`config.mk`:
```
export PLATFORM = sky130hd
export DESIGN_NAME = voice_slot_scheduler
export DESIGN_NICKNAME = d
export VERILOG_FILES = /design/src/rtl/music_pkg.sv /design/src/rtl/slot_alloc.sv /design/src/rtl/voice_slot_scheduler.sv
export SDC_FILE = /design/constraint.sdc
export NUM_CORES = 1
export LEC_CHECK = 0
export ABC_AREA = 1
export BUFFER_PORTS_ARGS = -buffer_cell sky130_fd_sc_hd__buf_2
export CORE_MARGIN = 4
export CORE_UTILIZATION = 45
export CTS_BUF_LIST = sky130_fd_sc_hd__clkbuf_8
export CTS_CLUSTER_SIZE = 24
export DETAILED_ROUTE_END_ITERATION = 10
export PLACE_DENSITY = 0.7
export SLEW_MARGIN = 20
export SYNTH_ARGS = -nofsm -noshare
export SYNTH_HDL_FRONTEND = slang
export SYNTH_HIERARCHICAL = 1
export SYNTH_SLANG_ARGS = --single-unit
```
`constraint.sdc`:
```
create_clock -name clk -period 9.35 [get_ports clk]
set_input_delay 1.4025 -clock clk [delete_from_list [all_inputs] [get_ports clk]]
set_output_delay 1.4025 -clock clk [all_outputs]
set_load 0.01 [all_outputs]
```
`src/rtl/music_pkg.sv`:
```
// Shared parameters and types for the voice slot scheduler.
//   NUM_SLOTS : number of time-multiplexed voice slots (power of 2)
//   DIV_W     : tone divider width (0 = silence)
//   TAG_W     : requester note tag width
//   SW        : slot index / rank width
package music_pkg;

  localparam int unsigned NUM_SLOTS = 4;
  localparam int unsigned DIV_W     = 12;
  localparam int unsigned TAG_W     = 4;
  localparam int unsigned SW        = $clog2(NUM_SLOTS);

  // One voice slot; rank orders allocations (higher = newer)
  typedef struct packed {
    logic             active;
    logic [TAG_W-1:0] tag;
    logic [DIV_W-1:0] div;
    logic [SW-1:0]    rank;
  } slot_entry_t;

  // Captured note request
  typedef struct packed {
    logic             note_on;
    logic [TAG_W-1:0] tag;
    logic [DIV_W-1:0] div;
  } req_t;

  typedef enum logic {
    IDLE   = 1'b0,
    COMMIT = 1'b1
  } fsm_state_t;

endpackage

```
`src/rtl/slot_alloc.sv`:
```
// Combinational target selection for a note request.
//   active/tags/ranks : per-slot table fields
//   tag               : request tag
//   target            : chosen slot (tag hit > lowest free > rank-0 victim)
//   hit/free/steal    : which rule produced target
module slot_alloc
  import music_pkg::*;
(
  input  logic [NUM_SLOTS-1:0] active,
  input  logic [TAG_W-1:0]     tags [NUM_SLOTS],
  input  logic [SW-1:0]        ranks [NUM_SLOTS],
  input  logic [TAG_W-1:0]     tag,
  output logic [SW-1:0]        target,
  output logic                 hit,
  output logic                 free,
  output logic                 steal
);

  logic [SW-1:0] hit_idx;
  logic [SW-1:0] free_idx;
  logic [SW-1:0] victim_idx;
  logic          victim_found;

  // Descending scan so the lowest matching index wins
  always_comb begin
    hit          = 1'b0;
    free         = 1'b0;
    victim_found = 1'b0;
    hit_idx      = '0;
    free_idx     = '0;
    victim_idx   = '0;
    for (int i = int'(NUM_SLOTS) - 1; i >= 0; i--) begin
      if (active[i] && (tags[i] == tag)) begin
        hit     = 1'b1;
        hit_idx = SW'(i);
      end
      if (!active[i]) begin
        free     = 1'b1;
        free_idx = SW'(i);
      end
      if (active[i] && (ranks[i] == '0)) begin
        victim_found = 1'b1;
        victim_idx   = SW'(i);
      end
    end
  end

  always_comb begin
    steal  = !hit && !free && victim_found;
    target = hit ? hit_idx : (free ? free_idx : victim_idx);
  end

endmodule

```
`src/rtl/voice_slot_scheduler.sv`:
```
// Allocates note requests onto time-multiplexed voice slots and presents one
// slot's divider per clock to the shared tone engine.
//   clk, rst_n       : clock, synchronous active-low reset
//   req_*            : note request handshake (note_on/off, tag, divider)
//   mute             : masks slot_div to 0 without touching the table
//   slot_idx/div/act : slot presented this cycle (registered from rotor)
//   stole/off_miss   : 1-cycle event pulses after a request commits
module voice_slot_scheduler
  import music_pkg::*;
(
  input  logic             clk,
  input  logic             rst_n,
  input  logic             req_valid,
  output logic             req_ready,
  input  logic             req_note_on,
  input  logic [TAG_W-1:0] req_tag,
  input  logic [DIV_W-1:0] req_div,
  input  logic             mute,
  output logic [SW-1:0]    slot_idx,
  output logic [DIV_W-1:0] slot_div,
  output logic             slot_active,
  output logic             stole,
  output logic             off_miss
);

  localparam int unsigned CW = SW + 1;

  slot_entry_t      entries     [NUM_SLOTS];
  slot_entry_t      entries_nxt [NUM_SLOTS];
  fsm_state_t       state;
  req_t             req_q;
  logic [SW-1:0]    rotor;
  logic [DIV_W-1:0] slot_div_q;

  logic [NUM_SLOTS-1:0] act_vec;
  logic [TAG_W-1:0]     tag_vec  [NUM_SLOTS];
  logic [SW-1:0]        rank_vec [NUM_SLOTS];
  logic [SW-1:0]        target;
  logic                 hit;
  logic                 free;
  logic                 steal;
  logic [CW-1:0]        active_cnt;
  logic [SW-1:0]        old_rank;
  logic                 was_active;

  always_comb begin
    for (int i = 0; i < int'(NUM_SLOTS); i++) begin
      act_vec[i]  = entries[i].active;
      tag_vec[i]  = entries[i].tag;
      rank_vec[i] = entries[i].rank;
    end
  end

  slot_alloc u_alloc (
    .active (act_vec),
    .tags   (tag_vec),
    .ranks  (rank_vec),
    .tag    (req_q.tag),
    .target (target),
    .hit    (hit),
    .free   (free),
    .steal  (steal)
  );

  // Next table for the captured request; slots above the target's old rank close the gap
  always_comb begin
    entries_nxt = entries;
    active_cnt  = '0;
    for (int i = 0; i < int'(NUM_SLOTS); i++) begin
      active_cnt = active_cnt + CW'(entries[i].active);
    end
    old_rank   = entries[target].rank;
    was_active = entries[target].active;
    if (req_q.note_on) begin
      for (int i = 0; i < int'(NUM_SLOTS); i++) begin
        if (was_active && entries[i].active && (SW'(i) != target) &&
            (entries[i].rank > old_rank)) begin
          entries_nxt[i].rank = entries[i].rank - SW'(1);
        end
      end
      entries_nxt[target].active = 1'b1;
      entries_nxt[target].tag    = req_q.tag;
      entries_nxt[target].div    = req_q.div;
      // Newest rank = active count after update minus one
      entries_nxt[target].rank   = was_active ? SW'(active_cnt - CW'(1)) : SW'(active_cnt);
    end else if (hit) begin
      for (int i = 0; i < int'(NUM_SLOTS); i++) begin
        if (entries[i].active && (SW'(i) != target) && (entries[i].rank > old_rank)) begin
          entries_nxt[i].rank = entries[i].rank - SW'(1);
        end
      end
      entries_nxt[target] = '0;
    end
  end

  // Table, request FSM, rotor and registered slot outputs
  always_ff @(posedge clk) begin
    if (!rst_n) begin
      for (int i = 0; i < int'(NUM_SLOTS); i++) begin
        entries[i] <= '0;
      end
      state       <= IDLE;
      req_q       <= '0;
      rotor       <= '0;
      slot_idx    <= '0;
      slot_div_q  <= '0;
      slot_active <= 1'b0;
      stole       <= 1'b0;
      off_miss    <= 1'b0;
      req_ready   <= 1'b1;
    end else begin
      rotor       <= rotor + SW'(1);
      slot_idx    <= rotor;
      // Reads the pre-commit entry when a commit hits the same slot
      slot_div_q  <= entries[rotor].active ? entries[rotor].div : '0;
      slot_active <= entries[rotor].active;
      stole       <= 1'b0;
      off_miss    <= 1'b0;
      case (state)
        IDLE: begin
          if (req_valid && req_ready) begin
            req_q.note_on <= req_note_on;
            req_q.tag     <= req_tag;
            req_q.div     <= req_div;
            state         <= COMMIT;
            req_ready     <= 1'b0;
          end
        end
        COMMIT: begin
          entries   <= entries_nxt;
          stole     <= req_q.note_on && steal;
          off_miss  <= !req_q.note_on && !hit;
          state     <= IDLE;
          req_ready <= 1'b1;
        end
        default: begin
          state     <= IDLE;
          req_ready <= 1'b1;
        end
      endcase
    end
  end

  assign slot_div = mute ? '0 : slot_div_q;

endmodule

```
==> run summary, run 1 <==
The flow ran to the end, and the final reports show no timing, DRC or antenna violations. The data arrival time of the worst path came out at 4200 ps. Adding up every negative setup slack in the final design gives 0 ps.

Buffers inserted to repair hold after CTS numbered 0. The die outline height is roughly 120 um. The max-slew headroom at the worst pin came out at 33.7%. The actual slew at the worst max-slew pin came out at 988 ps. The via count of the first global-routing pass came to 4619. The number of detailed-routing iterations run before antenna repair came out at 7. The final-stage net count is 837. The die covers 0.0140 mm^2.

The post-synth design cell area came out at 0.00547 mm^2. Fill cells in the final layout number 1166. The finished cells cover 0.00604 mm^2. The final number of hold-violating endpoints is 0.

The largest net degree at the start of global routing came out at between 80 and 90. The global-route congestion overflow total came out at 0. The design draws 1.04 mW. The number of vias per cell after detailed routing is 5.18.

Max-cap violations in this run came to 0. STA classifies the critical path startpoint as a flop. In this run the worst path has a maximum fanout of 11.

The wire length of the first global-routing pass came out at between 20000 and 25000 um. The repair_antennas step left the layout with diodes totalling 0. The weighted congestion at the end of routability-driven global placement came out at 0.856. The total routing resource utilization after global routing came out at 19.5%.

The total via count after detailed routing is 4977. The depth of the CTS H-tree came out at 4. The number of buffers added by the clock tree synthesis step came out at 17. The top-level I/O count is 39. The clock tree root driver cell is sky130_fd_sc_hd__clkbuf_8. The data required time of the worst path came out at 9710 ps. The number of max-slew violations in the final report was 0. The setup fix buffers added after clock tree synthesis is 0.

The highest ir drop seen on vdd came out at 0.124 mV. The cell area after placement is roughly 0.0057 mm^2. The horizontal die dimension came out at 118 um.

The standby leakage power is 2.52 nW. The initial antenna violation count is 0. The number of nets in the synthesized netlist is roughly 800. The maximum clock rate is 0.261 GHz. Dividing the detail-routed wire length by the instance count gives 13.7 um. The clock transition time at the flip-flop clock pins of the worst setup and hold paths came out at 70 ps. TritonCTS built the clock tree.

The post-cts gate resize count came out at 0. The fraction of layout cells with a size suffix above 1 is 13.0%. The overall routed net length came out at 13200 um. The synthesis warning total came out at 6. The layout overhead on the synthesized area is 10.5%. The class of the most critical setup path is flop to flop. In this run the power density over the cells is 173 mW/mm^2. The first-iteration detailed-routing DRC count came out at 369. The clock skew is between 10 and 15 ps. The half-perimeter wire length after placement came out at 8370 um. The setup-violating endpoint count in the final report is 0. The latest clock arrival within the worst-skew pair came out at between 400 and 500 ps. The worst hold path belongs to the class flop to flop. The longest clock path from root to sink contains 2 buffers. The DRC violations left is 0. The starting density of the core is 46.9%. The mean instance size in the synthesized netlist came out at 6.98 um^2. The floorplan row count came out at 39. The worst hold-check slack is 461 ps. The fraction of the cycle the final worst path needs came out at 41.0%. Setup repair after global routing left no endpoint under its margin. The synthesized netlist cell count came out at between 700 and 800. STA classifies the critical path endpoint as a flop.

In this run the tool buffered the top-level ports with 38 buffer cells. The smallest clock period supported by the final layout is computed as roughly 3800 ps. Clock tree synthesis found a total of 114 sinks. The core occupancy in the finished layout is 51.8%. The count of nets left with antenna violations once routing finished came out at 0. The floorplan core area came out at 0.0117 mm^2.
worst max-delay path, stage by stage, from the launching register on:
cell                       delay [ps]
sky130_fd_sc_hd__dfxtp_1          590
sky130_fd_sc_hd__nand2_1          130
sky130_fd_sc_hd__nor2_2           140
sky130_fd_sc_hd__nand3_1           90
sky130_fd_sc_hd__nand2_2           90
sky130_fd_sc_hd__inv_2             40
sky130_fd_sc_hd__a21oi_2          340
sky130_fd_sc_hd__inv_2            110
sky130_fd_sc_hd__nand2_1          160
sky130_fd_sc_hd__inv_1            100
sky130_fd_sc_hd__nand2_1           60
sky130_fd_sc_hd__o21ai_0           70
sky130_fd_sc_hd__a221oi_1         520
sky130_fd_sc_hd__ha_1             360
sky130_fd_sc_hd__a21oi_1          210
sky130_fd_sc_hd__nand2_1          120
sky130_fd_sc_hd__nor2_1           170
sky130_fd_sc_hd__nand2_1           70
sky130_fd_sc_hd__nand2_1           60
sky130_fd_sc_hd__nand2_1           90
sky130_fd_sc_hd__nand2_1           70
sky130_fd_sc_hd__nand2_1           50
sky130_fd_sc_hd__a21oi_1          130
layer usage:
metal	up-vias	GRT usage (%)	part of all wire [%]
met5	-	0	0
met4	0	6.74	1.3
met3	12	4.25	5.8
met2	139	31.0	46
met1	2231	26.2	47
li1	2595	-	-
report_power, final:
| part | switching [mW] | leakage, nW | total (mW) | internal, mW |
|---|---|---|---|---|
| combinational | 0.0590 | 1.40 | 0.0855 | 0.0264 |
| clock | 0.204 | 0.202 | 0.446 | 0.242 |
| sequential | 0.0136 | 0.925 | 0.513 | 0.500 |
| total | 0.276 | 2.52 | 1.04 | 0.768 |
cell usage in the layout, fill, tap and decap left out:
cell / count
sky130_fd_sc_hd__ha_1: 9
sky130_fd_sc_hd__o21bai_1: 1
sky130_fd_sc_hd__nand3_1: 25
sky130_fd_sc_hd__o21ai_1: 3
sky130_fd_sc_hd__a211oi_2: 4
sky130_fd_sc_hd__a21oi_1: 107
sky130_fd_sc_hd__nand3_2: 2
sky130_fd_sc_hd__buf_4: 4
sky130_fd_sc_hd__nor2_4: 2
sky130_fd_sc_hd__a21oi_2: 2
sky130_fd_sc_hd__nor2_2: 8
sky130_fd_sc_hd__inv_2: 9
sky130_fd_sc_hd__nand2_4: 2
sky130_fd_sc_hd__dfxtp_1: 114
sky130_fd_sc_hd__nor2_8: 2
sky130_fd_sc_hd__a221oi_1: 1
sky130_fd_sc_hd__nand2_1: 153
sky130_fd_sc_hd__buf_2: 38
sky130_fd_sc_hd__clkinv_1: 2
sky130_fd_sc_hd__clkinv_4: 5
sky130_fd_sc_hd__bufinv_16: 2
sky130_fd_sc_hd__inv_6: 1
sky130_fd_sc_hd__nor2_1: 114
sky130_fd_sc_hd__o32ai_1: 1
sky130_fd_sc_hd__o21ai_0: 111
sky130_fd_sc_hd__clkinv_2: 5
sky130_fd_sc_hd__fa_1: 1
sky130_fd_sc_hd__inv_1: 60
sky130_fd_sc_hd__or2_1: 1
sky130_fd_sc_hd__nor3_1: 1
sky130_fd_sc_hd__nand2_2: 2
sky130_fd_sc_hd__clkbuf_8: 18
sky130_fd_sc_hd__xnor2_1: 8
worst paths after layout:
check | start | endpoint | slack, ps | cells past startpoint
min | entries[62]$_SDFFE_PN0P_ | entries[62]$_SDFFE_PN0P_ | 460 | 2
max | act_vec[3]$_SDFFE_PN0P_ | entries[38]$_SDFFE_PN0P_ | 5520 | 22
max reg2reg | act_vec[3]$_SDFFE_PN0P_ | entries[38]$_SDFFE_PN0P_ | 5520 | 22
min reg2reg | entries[62]$_SDFFE_PN0P_ | entries[62]$_SDFFE_PN0P_ | 460 | 2
registers in the layout (all words and copies together), names as in the netlist:
name	count
act_vec	4
entries	72
off_miss	1
req_q	17
req_ready	1
rotor	2
slot_active	1
slot_div_q	12
slot_idx	2
state	1
stole	1
stage by stage:
| stage | instances | setup WS [ps] |
|---|---|---|
| 2_1_floorplan | 783 | 6120 |
| 4_1_cts | 961 | 5520 |
| 3_5_place_dp | 930 | 5520 |
| 3_3_place_gp | 930 | 5600 |
| 6_report | 961 | 5520 |
| 5_1_grt | 961 | 5040 |
layout make-up:
cell class	count	area (um^2)	share of cell area (%)
clock buffers	18	248	4.10
clock inverters	13	138	2.28
well taps	143	179	2.96
multi-input cells	560	2710	44.8
inverters	71	267	4.41
repair buffers	42	220	3.65
flip-flops and latches	114	2280	37.8
Note: power is estimated with default switching activity, not from simulation.
==> run 2, diff against run 1 <==
ABC_AREA = 0   (was 1)
clock period = 3.7 ns   (was 9.35 ns; I/O delays follow)
==> run 2 against run 1 <==
Compared with the run above: clock-buffer cell count rose by 1; final area is 3.1% higher; power is 140% higher; die area is 0.14% higher; synthesized cell count decreased by 18%; sequential share of layout area is 1.1 points lower; critical path depth down 8; utilization up 0.25 points; critical endpoint unchanged; first-iteration DRC count up 13%; highest routed layer unchanged; final cell count shrank 13%; worst setup slack lost 5300 ps; routed wire length rose by 9.1%.
==> run summary, run 2 <==
In the final layout, flip-flops and latches occupy 0.00228 mm^2. Setup violations remaining at the end of the flow were counted as 0. The top-level I/O count is 39.

Leaving out fill and tap cells, the most frequent cell in the layout is sky130_fd_sc_hd__nand2_1. The flow ran to the end, and the final reports show no timing, DRC or antenna violations. The floorplan core area is between 0.01 and 0.015 mm^2.

The floorplan step set the die height to 118 um. The horizontal die dimension is 118 um. The root buffer cell chosen for the clock tree is sky130_fd_sc_hd__clkbuf_8. The main flop type after synthesis is sky130_fd_sc_hd__dfxtp_1. Row generation in the floorplan step produced 40 rows. The final-stage net count came out at 706.

The number of detailed-routing iterations run before antenna repair is 5. The power spent charging and discharging nets came out at ~650 uW. The register bit total from synthesis came out at 114. The via count of the first global-routing pass is 4780.

In this run switching power makes up 25.9% of total power. The fraction of the mapped netlist area in compound gates is 16.2%. In the final layout, the multi-input gates occupy 0.00296 mm^2. The weighted congestion at the end of routability-driven global placement is ~0.92. By area, the combinational part of the netlist is dominated by simple AND/OR/NAND/NOR gates. The worst hold-check slack came out at between 300 and 400 ps.

The number of max-slew violations in the final report is 0. The highest ir drop seen on vdd came out at 0.200 mV. The min-delay analysis places its worst path in the category primary input to flop. The synthesis warning total came out at 6. In this design, the critical path's most frequently occurring cell is sky130_fd_sc_hd__a21oi_1. The total via count after detailed routing came out at 4872. The initial antenna violation count came out at 0. After Yosys synthesis, and, or, nand and nor cells account for 23.7% of the synthesized area. The post-synthesis sequential area ratio came out at 41.7%.

The synthesized netlist occupies a cell area of approximately 0.0055 mm^2. The area fraction of the dominant cell type after synthesis is 41.7%. The final number of hold-violating endpoints was 0. Clock-pin slew was measured on the worst setup and hold paths at 80 ps. Among all stages on the critical path, the largest delay is contributed by sky130_fd_sc_hd__dfxtp_1. The antenna diode count came out at 0. The internal power of the cells totals between 1.5 and 2 mW. The depth of the CTS H-tree is 4. The most common cell in the synthesized netlist is sky130_fd_sc_hd__nand2_1. The count of input and output buffers came out at 38. The wire length of the first global-routing pass came out at between 20000 and 25000 um. The overall routed net length is 14400 um. The number of synthesized flops with an enable pin is 0. Dividing the final minimum period by the clock period gives 95.0%. After detailed routing, the number of vias per cell comes to roughly 5.8.

The share of total power in sequential cells is 51.1%. The netlist uses between 60 and 70 different library cells. The layout has 1111 filler cells. The flip-flop count of the largest register after layout is 72. On the worst path, the slowest cell contributes a delay of 400 ps.

The clock arrives with 10.8 ps of skew. The starting density of the core is 45.8%. The max-slew headroom at the worst pin is 40.1%. For the finished layout, the period the worst path requires is 3520 ps.

Of the cells placed in the final design, the portion with a size suffix greater than 1 is 19.2%. The largest net degree at the start of global routing came out at 69. The half-perimeter wire length after placement came out at 9470 um. The critical path ends at entries[38]$_SDFFE_PN0P_.

The depth of the worst register-to-register path is 14. The number of clock sinks is 114. The synthesized netlist cell count is 640.

The minimum setup slack among reg-to-reg paths is 180 ps. The largest registers in the layout are entries x72, req_q x17, slot_div_q x12. The worst setup path is captured at a flop. The quantity of hold-fixing buffers added after cts came out at 0. Dividing the detail-routed wire length by the instance count gives 17.2 um. A synthesized cell averages 8.56 um^2.

The count of maximum capacitance violations is 0. The number of nets in the synthesized netlist is approximately 670. Derived from the worst setup path, the maximum achievable clock frequency is 0.284 GHz. For the pin with the worst max-slew slack, the measured transition is 894 ps. In this run the worst setup path begins at entries[38]$_SDFFE_PN0P_.

The total routing resource utilization after global routing is 20.9%. The data arrival time of the worst path came out at 3840 ps. For the worst-skew pair, the clock arrives at the later sink with an insertion delay of between 400 and 500 ps. The maximum clock path buffer count is 2. The synthesized netlist devotes between 4 and 5% of its cell area to XOR and XNOR gates. The analysis attributes to cell leakage a power of 2.32 nW. The worst register-to-register path ends at entries[38]$_SDFFE_PN0P_.

The largest fanout on the critical path came out at 17. The area growth from synthesis to layout is 13.7%. Global routing finished with a remaining overflow of 0.

Counting the buffers created by CTS gives 17. The share of total power in combinational logic came out at 5.9%. Data on the critical path is required at its endpoint by 4030 ps. The fraction of synthesized area in multiplexers came out at under 10%. The worst setup path is launched from a flop. The adder and majority gate portion of the synthesized area is 2.42%. Counting instances in the post-synthesis netlist gives the leading cell types as sky130_fd_sc_hd__nand2_1 (122), sky130_fd_sc_hd__dfxtp_1 (114), sky130_fd_sc_hd__a21oi_1 (93), sky130_fd_sc_hd__nand3_1 (54), sky130_fd_sc_hd__clkbuf_1 (30).

In the routed design, unresolved DRC markers number 0. Sorting the synthesized cells by area gives the leading types as sky130_fd_sc_hd__dfxtp_1 (42%), sky130_fd_sc_hd__a21oi_1 (8.5%), sky130_fd_sc_hd__nand2_1 (8.4%). The post-detailed-route count of antenna-violating nets came out at 0. The worst setup path is of the flop to flop kind.

The worst register-to-register path begins at entries[38]$_SDFFE_PN0P_. Once layout is complete, the utilization of the core stands at 52.1%. The power density normalized to cell area is 404 mW/mm^2. TritonCTS built the clock tree. The register bank with the most flops is entries. The share of total power in the clock network came out at 43.1%. The first-iteration detailed-routing DRC count is 416. The library cell with the largest summed area after synthesis is sky130_fd_sc_hd__dfxtp_1. The die footprint is 0.0140 mm^2. Walking the worst path, the cells encountered are nor3b_1, a21oi_1, nor2b_1, o211ai_1, a31oi_2, buf_6, mux4_2, inv_1, ha_1, a21boi_2, o21ai_1, o31ai_1, a21oi_1, o221a_1.

In the layout the commonest cells are sky130_fd_sc_hd__nand2_1 (122), sky130_fd_sc_hd__dfxtp_1 (112), sky130_fd_sc_hd__a21oi_1 (93), sky130_fd_sc_hd__nand3_1 (54), sky130_fd_sc_hd__buf_2 (38). For this run, asynchronously set or reset flops after synthesis account for 0%.
run 2: power by group through the flow:
stage,combinational (mW),clock [mW],sequential [mW]
final,0.147,1.08,1.28
after global routing,0.165,1.16,1.29
after CTS,0.147,1.11,1.28
after floorplan,0.114,0,1.29
after global placement,0.143,0,1.31
after detailed placement,0.147,0,1.31
run 2: per-stage QoR:
stage	TNS [ps]	setup WS [ps]	instances	cell area, um^2	power (mW)
finish	0	184	835	6230	2.51
detailed placement	-172	-160	803	5830	1.46
global placement	0	106	803	5830	1.45
CTS	0	41.5	835	6200	2.53
floorplan	0	26.7	640	5480	1.40
global route	-67.5	-25.1	835	6230	2.61
run 2: worst max-delay path, delay by kind of cell, from the launching register on:
kind / cells / cell delay [ps]
AO/OA/AOI/OAI: 8 / 1530
adder cells (fa/ha/maj): 1 / 280
buffers and inverters: 2 / 350
flip-flops: 1 / 400
multiplexers: 1 / 290
AND/OR/NAND/NOR: 2 / 560
run 2: how the worst min path moves through the flow:
stage / from / to / slack [ps] / depth (start not counted)
3_5_place_dp: entries[9]$_SDFFE_PN0P_ / entries[9]$_SDFFE_PN0P_ / 440 / 2
2_1_floorplan: entries[23]$_SDFFE_PN0P_ / entries[23]$_SDFFE_PN0P_ / 430 / 2
5_1_grt: req_div[2] / req_q[2]$_SDFFE_PN0P_ / 350 / 3
6_report: req_div[3] / req_q[3]$_SDFFE_PN0P_ / 360 / 3
4_1_cts: req_div[7] / req_q[7]$_SDFFE_PN0P_ / 340 / 3
3_3_place_gp: entries[49]$_SDFFE_PN0P_ / entries[49]$_SDFFE_PN0P_ / 440 / 2
run 2: logic make-up after synthesis:
kind of cell | count (synthesis)
AOI/OAI and AO/OA | 142
xor gates and xnor gates | 26
adders and majority gates | 10
buffers and inverters | 59
DFF | 114
muxes | 19
and+or+nand+nor | 270
run 2: layer usage:
metal  part of all wire (%)  global-route usage (%)  vias up
met4                    3.2                    10.8        0
met2                     46                    32.5      237
met3                    8.5                    3.92       43
met5                      0                       0        -
li1                       -                       -     2329
met1                     42                    27.6     2263
run 2: layout make-up:
cell class | count | share of cell area, %
multi-input combinational | 467 | 47.5
clock buffer | 19 | 4.20
sequential | 114 | 36.7
tap | 147 | 2.95
inverter | 12 | 0.723
clock inverter | 13 | 1.79
timing repair buffer | 63 | 6.13
run 2: timing repair:
action                                  in CTS  in global routing
endpoints found under the setup margin       2                  5
pin swaps                                    0                  1
resized for setup                            2                  6
buffers inserted                             0                  0
